[config.mk]
export PLATFORM = sky130hd
export DESIGN_NAME = fwd_hazard_unit
export DESIGN_NICKNAME = d
export VERILOG_FILES = /design/src/rtl/fwd_hazard_unit.sv
export SDC_FILE = /design/constraint.sdc
export NUM_CORES = 1
export LEC_CHECK = 0
export ABC_AREA = 0
export ABC_CLOCK_PERIOD_IN_PS = 2900
export BUFFER_PORTS_ARGS = -buffer_cell sky130_fd_sc_hd__buf_2
export CAP_MARGIN = 0
export CORE_MARGIN = 3
export CORE_UTILIZATION = 48
export DETAILED_ROUTE_END_ITERATION = 7
export MAX_ROUTING_LAYER = met4
export PLACE_DENSITY = 0.82
export SYNTH_ARGS = -nofsm -noshare
export SYNTH_HDL_FRONTEND = slang
export SYNTH_SLANG_ARGS = --single-unit
[constraint.sdc]
create_clock -name clk -period 2.9 [get_ports clk]
set_input_delay 0.58 -clock clk [delete_from_list [all_inputs] [get_ports clk]]
set_output_delay 0.58 -clock clk [all_outputs]
set_load 0.02 [all_outputs]
[src/rtl/fwd_hazard_unit.sv]
// rtl/fwd_hazard_unit.sv - operand forwarding select and load-use stall unit with internal shadow pipeline
// Optional stall statistics counter enabled by defining HAZ_STATS_EN.
module fwd_hazard_unit #(
    parameter  int NUM_SRC    = 2,
    parameter  int DEPTH      = 2,
    parameter  int REG_AW     = 5,
    parameter  int LOAD_READY = 1,
    localparam int SEL_W      = $clog2(DEPTH + 1)
) (
    input  logic                      clk,
    input  logic                      rst_n,
    input  logic                      id_valid,
    input  logic [REG_AW-1:0]         id_rd,
    input  logic                      id_reg_wr,
    input  logic                      id_is_load,
    input  logic [NUM_SRC*REG_AW-1:0] id_rs,
    input  logic [NUM_SRC-1:0]        id_rs_used,
    input  logic                      id_flush,
    output logic [NUM_SRC*SEL_W-1:0]  fwd_sel,
    output logic                      stall
`ifdef HAZ_STATS_EN
    ,
    output logic [31:0]               stall_count
`endif
);

    logic [DEPTH-1:0]             v_q,  v_d;
    logic [DEPTH-1:0][REG_AW-1:0] rd_q, rd_d;
    logic [DEPTH-1:0]             ld_q, ld_d;

    logic                         any_hazard;
    logic                         issue;

    // Scan oldest to youngest so the smallest matching index is the last write and wins.
    always_comb begin
        fwd_sel    = '0;
        any_hazard = 1'b0;
        for (int i = 0; i < NUM_SRC; i++) begin
            logic [SEL_W-1:0]  sel_i;
            logic              haz_i;
            logic [REG_AW-1:0] rs_i;
            sel_i = '0;
            haz_i = 1'b0;
            rs_i  = id_rs[i*REG_AW +: REG_AW];
            for (int k = DEPTH - 1; k >= 0; k--) begin
                if (id_rs_used[i] && (rs_i != '0) && v_q[k] && (rd_q[k] == rs_i)) begin
                    sel_i = SEL_W'(k + 1);
                    haz_i = ld_q[k] && (k < LOAD_READY);
                end
            end
            fwd_sel[i*SEL_W +: SEL_W] = sel_i;
            any_hazard                = any_hazard | haz_i;
        end
    end

    assign stall = id_valid && !id_flush && any_hazard;
    assign issue = id_valid && !id_flush && !stall;

    always_comb begin
        v_d  = '0;
        rd_d = rd_q;
        ld_d = ld_q;
        v_d[0]  = issue && id_reg_wr && (id_rd != '0);
        rd_d[0] = id_rd;
        ld_d[0] = id_is_load;
        for (int k = 1; k < DEPTH; k++) begin
            v_d[k]  = v_q[k-1];
            rd_d[k] = rd_q[k-1];
            ld_d[k] = ld_q[k-1];
        end
    end

    always_ff @(posedge clk or negedge rst_n) begin
        if (!rst_n) begin
            v_q  <= '0;
            rd_q <= '0;
            ld_q <= '0;
        end else begin
            v_q  <= v_d;
            rd_q <= rd_d;
            ld_q <= ld_d;
        end
    end

`ifdef HAZ_STATS_EN
    logic [31:0] stall_count_q, stall_count_d;

    always_comb begin
        stall_count_d = stall_count_q;
        if (stall && (stall_count_q != 32'hFFFF_FFFF)) begin
            stall_count_d = stall_count_q + 32'd1;
        end
    end

    always_ff @(posedge clk or negedge rst_n) begin
        if (!rst_n) begin
            stall_count_q <= '0;
        end else begin
            stall_count_q <= stall_count_d;
        end
    end

    assign stall_count = stall_count_q;
`endif

endmodule

# --- After elaboration in Yosys (flattened, before gate mapping) ---
# Index checks and enable logic that the tools add are counted.
word_totals:
  reg_bits: 13
  in_bits: 23
  wordCells: 35
classes:
  n_eq_ne: 4
  n_mux: 6
  bitwise: 1
  reduce_logical: 20
ops:
  columns: ["op", "n"]
  rows:
  - ["equality test 5 bit", 4]
  - ["logical AND 1 bit", 15]
  - ["nonzero test 5 bit", 3]
  - ["two-way mux 2 bit", 4]
  - ["zero test 1 bit", 2]
  - ["two-way mux 1 bit", 2]
  - ["bitwise OR 1 bit", 1]

# --- Logic depth before layout (Yosys ltp) ---
depth:
  ltp_word: 11
  depth_mapped: 5
  depth_no_buf: 5

# --- Worst setup path after synthesis ---
# Ideal clock, no wire load.
synth_path:
  path_kind: "input-to-output"
  start: "in id_rs[2]"
  end: "out stall"
  t_arrival_ns: 1.909
  required_time_ns: 2.320
  path_slack_ns: 0.411
  stages: 5
  path_buffers: 0
  path_cell_list: "xnor2_1 nand4_1 nor3_2 o21ai_2 nor3b_1"
synth_between:
  elab_chain_cells: 7
  elab_cells_between_ends: 8
  cone_classes: "eq/ne (1); mux (1); bitwise (1); reduce/logical (5)"
synth_rtl:
  columns: ["element", "line", "source"]
  rows:
  - ["start: declaration", "16", "input logic [NUM_SRC*REG_AW-1:0] id_rs,"]
  - ["nonzero test 5 bit", "46", "if (id_rs_used[i] && (rs_i != '0) && v_q[k] && (rd_q[k] == rs_i)) begin"]
  - ["logical AND 1 bit (2 in a row)", "46", null]
  - ["logical AND 1 bit *", "46", null]
  - ["two-way mux 1 bit *", "46", null]
  - ["bitwise OR 1 bit *", "52", "any_hazard = any_hazard | haz_i;"]
  - ["logical AND 1 bit *", "56", "assign stall = id_valid && !id_flush && any_hazard;"]
  - ["end: declaration", "20", "output logic stall"]
# Every way passes the cells marked *; elsewhere a longest branch is shown, timed or not.

# --- Worst setup path after layout ---
layout_path:
  start: "in id_rs[3]"
  end: "out stall"
# Same word-level chain as after synthesis.

==> metrics.yaml <==
status:
  outcome: "finished clean"
floorplanning:
  die-width_um: 42.82
  start_util_pct: 54.85
  die_area_sq_um: 1833
  ios: 28
  rows: 12
  die_h_um: 42.82
  core_area_sq_um: 1186
synthesis:
  async_flop_share_pct: 100.0
  yosysSeqAreaShare_pct: 50.00
  synth_most_common_cell: "dfrtp_1"
  synth.top_cells.by_count: "dfrtp_1, xnor2_1, xor2_1, o21ai_2"
  ys_types: 15
  avgSynthCellArea_sq_um: 12.05
  synth_cells: 54
  synth_nets: 77
  synth_edf_count: 0
  ys_warn_count: 0
  synth-seq-cells: 13
  synth_area_leaders: "dfrtp_1, xnor2_1, xor2_1"
  ys.flop_type: "dfrtp_1"
  yosysTopAreaCellShare_pct: 50.00
  yosysTopAreaCell: "dfrtp_1"
  netlist_area_sq_um: 650.6
route:
  route.vias.total: 493
  postRouteAntennaNets: 0
  routed_wirelength_um: 1235
  wl_per_cell_um: 12.47
  dr.pass1.iters: 2
  vias_per_cell: 4.980
  drtIter0Drc: 3
  drc: 0
sta:
  final.setup_skew_ns: 0.001832
  fmaxAchievable_ghz: 0.4112
  hold_viol_final: 0
  final.setup.worst_slack_ns: 0.4683
  setup_viol: 0
  rsz0062_at_grt: "no"
  slew_violations: 0
  setup_tns_ns: 0
  worst_pin_slew_ns: 0.3735
  period_share_pct: 83.85
  layout_min_cycle_time_ns: 2.432
  slew_headroom_pct: 74.87
cells_and_area:
  syn_to_final_growth_pct: 27.50
  fin_cells: 99
  nets: 109
  drive_above_1_share_pct: 42.35
  antenna_cells: 0
worst_setup_path:
  start_kind: "primary input"
  r2r-end: "v_q[0]"
  reg2regPathDepth: 5
  regToRegStartpoint: "rd_d[6]"
  cp_max_fo: 3
  reg2reg_slack_ns: 1.54
  worstPathRequired_ns: 2.32
  cp_cell_sequence: "buf_2 -> or4_4 -> o21ai_2 -> nor3_2 -> o21ai_2 -> nor3b_1 -> buf_2"
  setup.worst_path.start: "id_rs[3]"
  endpoint_kind: "primary output"
  slowest_stage: "or4_4"
  slowest_delay_ns: 0.52
  crit_type: "primary input to primary output"
  crit_arrival_ns: 1.85
grt:
  overflow: 0
  antenna_found_initial: 0
  grt_max_degree: 14
  grt_pass1_vias: 536
  grt_pass1_wl_um: 2180
  gr-usage-all-layers_pct: 15.84
clock_tree:
  cts_hold_buf: 0
  cts_resized: 0
  root_buffer: "clkbuf_4"
  path_clk_slew_ns: 0.07
  clkSinkCount: 13
  cts_tree: "done"
  worstSkewPairLatency_ns: 0.26
  cts_setup_buffers: 0
  cts_buffers: 3
  h-tree-depth: 1
  clock_path_buffers: 2
placed_design:
  port_buffers: 27
  placedCellCount: 95
  pre_cts_ws_ns: 0.4720
  globalplace.congestion: 0.7888
  hpwlAfterDp_um: 1088
power:
  vdd_drop_max_uv: 447.2
  p_per_area_nw_per_um2: 429.3
  power.leakage_nw: 0.3663
job:
  drv_cap: 0
hold_path:
  hold_path_class: "primary input to async pin"
[final cells by class]
cell class / instances / area (sq um)
fillers: 91 / 356.6
flip-flops and latches: 13 / 325.3
multi-input cells: 41 / 325.3
repair buffers: 27 / 135.1
clock buffers: 4 / 26.28
well taps: 14 / 17.52
[critical path: cells and delay by family]
kind | cells | cell delay, ns
AOI/OAI and AO/OA | 2 | 0.32
buffers and inverters | 2 | 0.27
and+or+nand+nor | 3 | 0.67
[flip-flops by register name, indices dropped and copies added (netlist names)]
| register | count |
|---|---|
| rd_q | 5 |
| rd_d | 5 |
| v_q | 2 |
| ld_q | 1 |
[placed cells by master, fill, tap and decap left out, drive strengths merged]
master  Yosys  routed
nor2b       1       1
o21ai       3       3
clkbuf      0       4
nor3b       1       1
o2111a      1       1
nand4       2       2
or4         3       3
buf         0      27
xor2        8       8
nand3       2       2
nand2       2       2
nor4        2       2
dfrtp      13      13
nor3        4       4
xnor2      12      12
[power by group]
group,internal (W),switching [W]
Sequential,0.000190,0.00000871
Combinational,0.0000299,0.0000262
Clock,0.0000530,0.0000481
Total,0.000273,0.0000830
[cells by family after synthesis]
group            count (synthesis)  share of synthesized area (%)
AO/OA/AOI/OAI                    4                          5.770
flip-flops                      13                          50.00
XOR/XNOR                        20                          26.92
AND/OR/NAND/NOR                 17                          17.31
[worst max-delay path by stage]
stage / cells after the start / endpoint
after floorplan: 5 / stall
after global placement: 7 / stall
after detailed placement: 7 / stall
after CTS: 7 / stall
after global routing: 6 / stall
final: 7 / stall
[routing by layer]
| metal | GRT usage [%] | vias to the layer above | wire (um) |
|---|---|---|---|
| met5 | - | - | 0 |
| met4 | 8.075 | 0 | 36 |
| met3 | 1.695 | 4 | 97 |
| met2 | 25.45 | 23 | 611 |
| met1 | 19.52 | 214 | 490 |
| li1 | - | 252 | - |
[through the flow]
stage          hold slack [ns]  utilization, %  power (W)  cell area (sq um)
3_3_place_gp            0.4098           67.72  0.0002569              803.3
5_1_grt                 0.1974           69.94  0.0003769              829.5
2_1_floorplan           0.2844               -  0.0002285              650.6
3_5_place_dp            0.4090           67.72  0.0002591              803.3
6_report                0.1821           69.94  0.0003561              829.5
4_1_cts                 0.1835           69.94  0.0003614              829.5
No activity file was read; power rests on OpenSTA's default activity.
